<file path="config.mk">
export PLATFORM = sky130hd
export DESIGN_NAME = sample_player
export DESIGN_NICKNAME = d
export VERILOG_FILES = /design/src/rtl/player_pkg.sv /design/src/rtl/sample_player_tick.sv /design/src/rtl/sample_player.sv
export SDC_FILE = /design/constraint.sdc
export NUM_CORES = 1
export LEC_CHECK = 0
export ABC_AREA = 1
export ABC_CLOCK_PERIOD_IN_PS = 4650
export CAP_MARGIN = 10
export CORE_MARGIN = 4
export CORE_UTILIZATION = 60
export DETAILED_ROUTE_END_ITERATION = 10
export GPL_ROUTABILITY_DRIVEN = 0
export HOLD_SLACK_MARGIN = 0.02
export PLACE_DENSITY = 0.95
export SYNTH_ARGS = -nofsm -noshare
export SYNTH_HDL_FRONTEND = slang
export SYNTH_SLANG_ARGS = --single-unit
</file>
<file path="constraint.sdc">
create_clock -name i_clk -period 4.65 [get_ports i_clk]
set_input_delay 0.465 -clock i_clk [delete_from_list [all_inputs] [get_ports i_clk]]
set_output_delay 0.465 -clock i_clk [all_outputs]
set_load 0.02 [all_outputs]
</file>
<file path="src/rtl/player_pkg.sv">
// Shared types and default widths for the sample playback path.
package player_pkg;

    localparam int unsigned ADDR_W = 20;
    localparam int unsigned DATA_W = 8;

    typedef enum logic [2:0] {
        IDLE,
        FETCH,
        WAIT,
        HOLD,
        DONE
    } state_t;

endpackage

</file>
<file path="src/rtl/sample_player_tick.sv">
// Free-running modulo counter that marks the last cycle of every sample period.
module tick_divider #(
    parameter int unsigned TICK_DIV = 1134
) (
    input  logic i_clk,
    input  logic i_rst,
    input  logic i_clr,
    output logic o_tick
);

    localparam int unsigned CNT_W = (TICK_DIV > 1) ? $clog2(TICK_DIV) : 1;
    localparam logic [CNT_W-1:0] CNT_MAX = CNT_W'(TICK_DIV - 1);

    logic [CNT_W-1:0] cnt;
    logic [CNT_W-1:0] cnt_next;

    // Next count: clear restarts the period, otherwise wrap at CNT_MAX.
    always_comb begin
        cnt_next = cnt;
        if (i_clr) begin
            cnt_next = '0;
        end else if (cnt == CNT_MAX) begin
            cnt_next = '0;
        end else begin
            cnt_next = cnt + CNT_W'(1);
        end
    end

    // Counter and registered tick (tick is high while the count sits at CNT_MAX).
    always_ff @(posedge i_clk or negedge i_rst) begin
        if (!i_rst) begin
            cnt    <= '0;
            o_tick <= 1'b0;
        end else begin
            cnt    <= cnt_next;
            o_tick <= (cnt_next == CNT_MAX);
        end
    end

endmodule

</file>
<file path="src/rtl/sample_player.sv">
// Plays stored samples from address 0, one per sample period, single-shot or looping.
module sample_player #(
    parameter int unsigned ADDR_W   = player_pkg::ADDR_W,
    parameter int unsigned DATA_W   = player_pkg::DATA_W,
    parameter int unsigned TICK_DIV = 1134
) (
    input  logic              i_clk,
    input  logic              i_rst,
    input  logic              i_start,
    input  logic              i_stop,
    input  logic              i_loop,
    input  logic [ADDR_W-1:0] i_len,
    output logic [ADDR_W-1:0] o_addr,
    output logic              o_rd,
    input  logic [DATA_W-1:0] i_data,
    output logic [DATA_W-1:0] o_data,
    output logic              o_valid,
    output logic              o_busy,
    output logic              o_done
);

    import player_pkg::*;

    state_t            state;
    state_t            next_state;

    logic [ADDR_W-1:0] len_q;
    logic              loop_q;
    logic [DATA_W-1:0] prefetch;

    logic [ADDR_W-1:0] addr_d;
    logic [ADDR_W-1:0] len_d;
    logic              loop_d;
    logic [DATA_W-1:0] prefetch_d;
    logic [DATA_W-1:0] data_d;
    logic              valid_d;
    logic              done_d;
    logic              rd_d;
    logic              busy_d;

    logic              tick;
    logic              accept;
    logic              is_last;
    logic              tick_hit;

    assign accept   = (state == IDLE) && i_start && !i_stop && (i_len != '0);
    assign is_last  = (o_addr == (len_q - ADDR_W'(1)));
    assign tick_hit = (state == HOLD) && tick && !i_stop;

    // Sample-period timebase, re-phased on every accepted start.
    tick_divider #(
        .TICK_DIV (TICK_DIV)
    ) u_tick (
        .i_clk  (i_clk),
        .i_rst  (i_rst),
        .i_clr  (accept),
        .o_tick (tick)
    );

    // State register.
    always_ff @(posedge i_clk or negedge i_rst) begin
        if (!i_rst) begin
            state <= IDLE;
        end else begin
            state <= next_state;
        end
    end

    // Next-state logic; stop overrides every transition out of a busy state.
    always_comb begin
        next_state = state;
        case (state)
            IDLE:  if (accept) next_state = FETCH;
            FETCH: next_state = WAIT;
            WAIT:  next_state = HOLD;
            HOLD: begin
                if (tick) begin
                    next_state = (is_last && !loop_q) ? DONE : FETCH;
                end
            end
            DONE:  next_state = IDLE;
            default: next_state = IDLE;
        endcase
        if ((state != IDLE) && i_stop) begin
            next_state = IDLE;
        end
    end

    // Next values of the datapath and registered outputs.
    always_comb begin
        addr_d     = o_addr;
        len_d      = len_q;
        loop_d     = loop_q;
        prefetch_d = prefetch;
        data_d     = o_data;
        rd_d       = (next_state == FETCH);
        busy_d     = (state != IDLE);
        valid_d    = tick_hit;
        done_d     = (state == DONE) && !i_stop;

        if (accept) begin
            addr_d = '0;
            len_d  = i_len;
            loop_d = i_loop;
        end

        if (state == WAIT) begin
            prefetch_d = i_data;
        end

        if (tick_hit) begin
            data_d = prefetch;
            if (!is_last) begin
                addr_d = o_addr + ADDR_W'(1);
            end else if (loop_q) begin
                addr_d = '0;
            end
        end
    end

    // Output and datapath registers.
    always_ff @(posedge i_clk or negedge i_rst) begin
        if (!i_rst) begin
            o_addr   <= '0;
            len_q    <= '0;
            loop_q   <= 1'b0;
            prefetch <= '0;
            o_data   <= '0;
            o_rd     <= 1'b0;
            o_busy   <= 1'b0;
            o_valid  <= 1'b0;
            o_done   <= 1'b0;
        end else begin
            o_addr   <= addr_d;
            len_q    <= len_d;
            loop_q   <= loop_d;
            prefetch <= prefetch_d;
            o_data   <= data_d;
            o_rd     <= rd_d;
            o_busy   <= busy_d;
            o_valid  <= valid_d;
            o_done   <= done_d;
        end
    end

endmodule

</file>
==> impl_metrics.json, run 1 <==
{
  "outcome": "finished clean",
  "ys_ff_latch": 76,
  "placementRows": 32,
  "setup-violations-final": 0,
  "yosysTopAreaCellShare_pct": 40.09,
  "relSlewSlack_pct": 37.35,
  "ant_nets": 0,
  "via_count": 4426,
  "post_cts_buffers": 0,
  "syn_nets": 675,
  "cp_max_fo": 20,
  "insertion_delay_ns": 0.36,
  "yosys-top-cells-area": "dfrtp_1, nand2_1, nor2_1, inv_1, xor2_1",
  "use_met3_pct": 5.119,
  "grt_max_degree": 77,
  "critical_path_class": "reg -> reg",
  "power_leakage_nw": 2.830,
  "die_h_um": 96.91,
  "cp.required_ns": 4.95,
  "synth_cell_types": 34,
  "grt_pass1_wl_mm": 19.71,
  "antenna_found_initial": 0,
  "yosys_warnings": 0,
  "drt_iter0_markers": 293,
  "cts_resized": 0,
  "dieArea_um2": 9392,
  "yosys-top-cells-count": "nand2_1, nor2_1, inv_1",
  "hp-class": "in -> async",
  "rsz0062_at_grt": "false",
  "maxCapViolCount": 0,
  "cp_common_cell": "nand2_1",
  "grt_busiest_layer": "met2",
  "cts.sinks": 76,
  "fin_tns_setup_ns": 0,
  "synth-async-reset-ratio_pct": 100.0,
  "worst_slew_pin_slew_ns": 0.9397,
  "arrival_ns": 2.90,
  "slew_viol_final": 0,
  "switchingPower_mw": 1.173,
  "initial_core_util_pct": 61.70,
  "syn_avg_cell_area_um2": 7.435,
  "r2r_cells": 12,
  "yosysMostFrequentCell": "nand2_1",
  "finalNetCount": 739,
  "start_kind": "register",
  "peakVddDrop_mv": 0.3891,
  "cts_buffers": 9,
  "dp_hpwl_mm": 8.459,
  "io_pins": 65,
  "r2r_slack_ns": 2.06,
  "synth_edf_count": 0,
  "dp_cells": 793,
  "reg2reg_to": "o_addr[0]$_DFF_PN0_",
  "drt-wirelength-per-cell_um": 14.36,
  "grt_overflow_total": 0,
  "area_growth_pct": 18.97,
  "syn_inst": 638,
  "root_buffer": "clkbuf_8",
  "route.detailed.drc": 0,
  "first_pass_iters": 5,
  "slowest_delay_ns": 0.50,
  "synth-seq-area-share_pct": 40.09,
  "period_minus_slack_ns": 2.593,
  "synth_top_area_cell": "dfrtp_1",
  "wl_mm": 11.62,
  "fin_skew_ns": 0.01263,
  "p_per_area_nw_per_um2": 466.5,
  "grt_pass1_vias": 4404,
  "fmax_mhz": 385.7,
  "fin_cells": 809,
  "synth_ff_type": "dfrtp_1",
  "synth_area_um2": 4743,
  "coreArea_um2": 7687,
  "setup_slack_ns": 2.057,
  "drive_gt1_share_pct": 10.61,
  "viasPerCell": 5.471,
  "port_buffers": 64,
  "use_met2_pct": 43.58,
  "p_int_mw": 1.459,
  "switching_share_pct": 44.55,
  "r2r-start": "len_q[0]$_DFFE_PN0P_",
  "cts_max_path_buffers": 2,
  "period_share_pct": 55.76,
  "final_hold_viol_count": 0,
  "tritoncts": "yes",
  "combPwrFrac_pct": 43.0,
  "end_kind": "register",
  "pwr-share-seq_pct": 38.9,
  "grtUsageTotal_pct": 25.28,
  "crit_chain": "inv_2 -> ha_1 -> nand2_1 -> nor2_1 -> nand3_1 -> nand3_1 -> nand4_1 -> nor2_1 -> nand4_1 -> nand2_1 -> nand2_1 -> nand2_1",
  "power.share.clock_pct": 18.2,
  "place_ws_ns": 1.841,
  "die_w_um": 96.91,
  "crit_path_top_delay_cell": "nand2_1",
  "cts-hold-fix-buffers": 0,
  "clkTransAtPathRegs_ns": 0.09,
  "n_antenna_cell": 0,
  "ctsHtreeMaxLevel": 3,
  "grt_util_met1_pct": 29.73
}
-- layout make-up --
cell class / count / area [um2]
timing repair buffer: 68 / 668.1
multi-input combinational: 462 / 2445
fill: 568 / 2044
clock inverter: 7 / 57.56
inverter: 85 / 319.1
sequential: 76 / 1902
tap: 102 / 127.6
clock buffer: 9 / 123.9
-- metrics by stage --
stage	cell area [um2]	hold slack (ns)	utilization, %	power, mW
final	5643	0.2232	73.40	2.632
after global routing	5643	0.3207	73.40	2.834
after CTS	5643	0.2852	73.40	2.625
after detailed placement	5461	0.4538	71.04	2.136
after floorplan	4743	0.1694	-	1.853
after global placement	5461	0.4564	71.04	2.069
-- cells in the final DEF (no fill, tap or decap), drive strengths merged --
cell type and count:
nor3 8, nand2 194, nor2 94, nor4 3, or2 1, nor3b 2
ha 4, clkinvlp 2, xor2 28, dfrtp 76, clkdlybuf4s50 63, nand3 56
nand3b 5, clkinv 4, mux2 16, buf 5, clkbuf 9, a21o 1
inv 86, nand4 20, a21oi 1, xnor2 8, o21ai 21
-- routing by layer --
layer	part of all wire (%)	routed length [um]
met3	7.1	822
met5	0	0
met1	40	4611
met4	3.6	420
met2	50	5761
-- worst max path at each step --
stage	end	startpoint	slack (ns)	depth (start not counted)
after floorplan	o_addr[18]$_DFF_PN0_	o_addr[1]$_DFF_PN0_	2.67	11
after global placement	u_tick.o_tick$_DFF_PN0_	i_len[5]	1.98	12
after detailed placement	o_addr[5]$_DFF_PN0_	i_stop	1.84	8
after CTS	o_addr[0]$_DFF_PN0_	len_q[0]$_DFFE_PN0P_	2.12	12
after global routing	o_addr[0]$_DFF_PN0_	len_q[0]$_DFFE_PN0P_	1.80	14
final	o_addr[0]$_DFF_PN0_	len_q[0]$_DFFE_PN0P_	2.06	12
-- state kept, by name, summed over array words and instances, names as in the netlist, 3 cells and up --
register / count
prefetch: 8
u_tick.cnt: 11
o_addr: 20
len_q: 20
state: 3
o_data: 8
-- worst max-delay path: cells and delay by family (launching register included) --
kind / cells / cell delay (ns)
AND/OR/NAND/NOR: 10 / 1.75
buffers and inverters: 1 / 0.11
adder cells (fa/ha/maj): 1 / 0.26
flip-flops: 1 / 0.41
-- logic make-up after synthesis --
family / share of synthesized area (%)
xor gates and xnor gates: 6.806
and+or+nand+nor: 37.35
DFF: 40.09
adders and majority gates: 1.055
buffers and inverters: 8.414
AOI/OAI and AO/OA: 2.479
muxes: 3.798
-- power by group through the flow --
stage / Combinational, mW / Sequential [mW] / Clock, mW
4_1_cts: 1.12 / 1.02 / 0.483
2_1_floorplan: 0.864 / 0.990 / 0
5_1_grt: 1.27 / 1.05 / 0.518
3_5_place_dp: 1.11 / 1.03 / 0
6_report: 1.13 / 1.02 / 0.478
3_3_place_gp: 1.06 / 1.01 / 0
Note: power is estimated with default switching activity, not from simulation.
==> run 2: changes to the inputs <==
--- a/config.mk
+++ b/config.mk
@@ -6,14 +6,14 @@
 export NUM_CORES = 1
 export LEC_CHECK = 0
 export ABC_AREA = 1
-export ABC_CLOCK_PERIOD_IN_PS = 4650
+export ABC_CLOCK_PERIOD_IN_PS = 2250
 export CAP_MARGIN = 10
 export CORE_MARGIN = 4
-export CORE_UTILIZATION = 60
+export CORE_UTILIZATION = 50
 export DETAILED_ROUTE_END_ITERATION = 10
 export GPL_ROUTABILITY_DRIVEN = 0
 export HOLD_SLACK_MARGIN = 0.02
-export PLACE_DENSITY = 0.95
+export PLACE_DENSITY = 0.86
 export SYNTH_ARGS = -nofsm -noshare
 export SYNTH_HDL_FRONTEND = slang
 export SYNTH_SLANG_ARGS = --single-unit
==> constraint.sdc (replaced) <==
create_clock -name i_clk -period 2.25 [get_ports i_clk]
set_input_delay 0.225 -clock i_clk [delete_from_list [all_inputs] [get_ports i_clk]]
set_output_delay 0.225 -clock i_clk [all_outputs]
set_load 0.02 [all_outputs]
==> run 2 against run 1 <==
The run now ends with setup timing left. Critical path depth grew 2. Wire length is 11% higher. Clock skew rose by 0.0025 ns. Worst setup slack lost 2.1 ns. Via count grew 2.5%. Critical path type unchanged. Highest routed layer unchanged.
==> impl_metrics.json, run 2 (synthesis results as in run 1) <==
{
  "outcome": "finished, violations left",
  "violations": "setup timing",
  "fin_tns_setup_ns": -0.7372,
  "fin_skew_ns": 0.01514,
  "die_w_um": 105.4,
  "postPlaceCellArea_um2": 5573,
  "ctsHtreeMaxLevel": 3,
  "die_h_um": 105.4,
  "path_buf_inv": 1,
  "cp.depth": 14,
  "peakVddDrop_mv": 0.5366,
  "cp_common_cell": "nand2_1",
  "fillers": 735,
  "crit_path_top_delay_cell": "dfrtp_1",
  "final_common_cell": "nand2_1",
  "final_cell_mix": "nand2_1, inv_1, dfrtp_1, nor2_1, clkdlybuf4s50_1",
  "maxCapViolCount": 0,
  "port_buffers": 64,
  "area_growth_pct": 27.70,
  "grt_overflow_total": 0,
  "worst_slew_pin_slew_ns": 0.5873,
  "start_kind": "register",
  "rsz0062_at_grt": "true",
  "critical_path_class": "reg -> reg",
  "dieArea_um2": 11110,
  "root_buffer": "clkbuf_8",
  "placementRows": 35,
  "dp_hpwl_mm": 8.845,
  "drt_iter0_markers": 294,
  "insertion_delay_ns": 0.37,
  "relSlewSlack_pct": 60.75,
  "wl_mm": 12.86,
  "finalNetCount": 755,
  "dp_cells": 827,
  "setup-violations-final": 20,
  "p_per_area_nw_per_um2": 960.4,
  "final_hold_viol_count": 0,
  "arrival_ns": 2.62,
  "cts_buffers": 9,
  "io_pins": 65,
  "period_share_pct": 103.2,
  "initial_core_util_pct": 51.33,
  "power_leakage_nw": 2.979,
  "fin_cells": 852,
  "viasPerCell": 5.324,
  "clkTransAtPathRegs_ns": 0.08,
  "r2r_slack_ns": -0.07,
  "cp_max_fo": 8,
  "fmax_mhz": 430.8,
  "final_area_um2": 6057,
  "period_minus_slack_ns": 2.321,
  "cp.required_ns": 2.55,
  "critical-path-top-delay-family": "simple AND/OR/NAND/NOR gates",
  "drt-wirelength-per-cell_um": 15.09,
  "hp-class": "in -> async",
  "top_regs": "len_q: 20 flops, o_addr: 20 flops, u_tick.cnt: 11 flops",
  "crit_chain": "nor2_4 -> nand2_2 -> nor2_8 -> nand2_4 -> nor2_1 -> nand2_1 -> nand2_1 -> nand3_1 -> nor2_2 -> nand4_1 -> nand2_4 -> clkbuf_16 -> nand2_1 -> nand2_1",
  "grt_pass1_wl_mm": 20.56,
  "slew_viol_final": 0,
  "setup_slack_ns": -0.07148,
  "n_antenna_cell": 0,
  "cts.sinks": 76,
  "grt_max_degree": 77,
  "end_kind": "register",
  "grt_pass1_vias": 4513,
  "first_pass_iters": 5,
  "route.detailed.drc": 0,
  "ant_nets": 0,
  "slowest_delay_ns": 0.47,
  "via_count": 4536,
  "reg2reg_to": "o_addr[15]$_DFF_PN0_",
  "r2r-start": "len_q[2]$_DFFE_PN0P_",
  "drive_gt1_share_pct": 17.29,
  "antenna_found_initial": 0,
  "grtUsageTotal_pct": 22.72,
  "coreArea_um2": 9240,
  "r2r_cells": 14,
  "tritoncts": "yes",
  "cts_max_path_buffers": 2
}
-- run 2: changes by cell type in the layout (fill, tap and decap cells not counted), moves of 2 or more --
cell        previous run  this run
clkinvlp_4             2         0
nor2_2                 9        13
buf_12                 0         3
nand2_1              189       165
clkinv_4               0         4
buf_4                  5        13
clkbuf_16              0         2
nor2_4                 4         8
nand2_2                4        21
nand2_4                1         8
nor2_1                79        72
inv_6                  3         1
-- run 2: layout make-up --
cell class | instances | area (um2) | share of cell area, %
multi-input combinational | 463 | 2614 | 43.15
sequential | 76 | 1902 | 31.40
timing repair buffer | 83 | 859.6 | 14.19
inverter | 85 | 319.1 | 5.268
tap | 129 | 161.4 | 2.665
clock buffer | 10 | 127.6 | 2.107
clock inverter | 6 | 73.82 | 1.219
-- run 2: worst max-delay path by stage --
| stage | slack, ns | endpoint | from |
|---|---|---|---|
| after global routing | -0.26 | o_addr[1]$_DFF_PN0_ | len_q[11]$_DFFE_PN0P_ |
| final | -0.07 | o_addr[15]$_DFF_PN0_ | len_q[2]$_DFFE_PN0P_ |
| after global placement | -0.07 | state[2]$_DFF_PN0_ | len_q[0]$_DFFE_PN0P_ |
| after floorplan | 0.27 | o_addr[18]$_DFF_PN0_ | o_addr[1]$_DFF_PN0_ |
| after detailed placement | -0.11 | state[2]$_DFF_PN0_ | len_q[0]$_DFFE_PN0P_ |
| after CTS | 0.001 | o_addr[0]$_DFF_PN0_ | len_q[0]$_DFFE_PN0P_ |
-- run 2: layer usage --
layer  vias to the layer above  track usage (%)  wire length, um
met1                      2149            27.02             5098
met3                        46            5.573              836
met5                         -                0                0
met4                         0            8.060              380
li1                       2166                -                -
met2                       175            39.80             6541
-- run 2: tightest hold or removal path, stage by stage --
cell	delay (ns)
dlygate4sd3_1	0.53
buf_4	0.11
buf_12	0.32
-- run 2: timing repair --
| item | CTS | global route |
|---|---|---|
| pin swaps | 1 | 16 |
| cloned | 0 | 4 |
| hold buffers | 1 | 0 |
| setup endpoints to repair | 21 | 25 |
| hold endpoints to repair | 76 | 0 |
| setup buffers | 2 | 2 |
| gates resized for setup | 2 | 45 |
-- run 2: report_power, final --
part           switching (mW)  internal (mW)  leakage (nW)
Sequential              0.412           1.72         0.995
Clock                   0.571          0.525         0.101
Combinational            1.59           1.01          1.88
Total                    2.57           3.25          2.98
-- run 2: stage by stage --
step | hold slack (ns) | power [mW] | util (%) | worst slack [ns]
floorplan | -0.07059 | 3.830 | - | 0.2676
global placement | 0.2696 | 4.330 | 60.31 | -0.07448
detailed placement | 0.2789 | 4.465 | 60.31 | -0.1147
CTS | 0.4157 | 5.599 | 62.98 | 0.001207
global route | 0.4219 | 6.289 | 65.55 | -0.2602
finish | 0.4089 | 5.817 | 65.55 | -0.07148
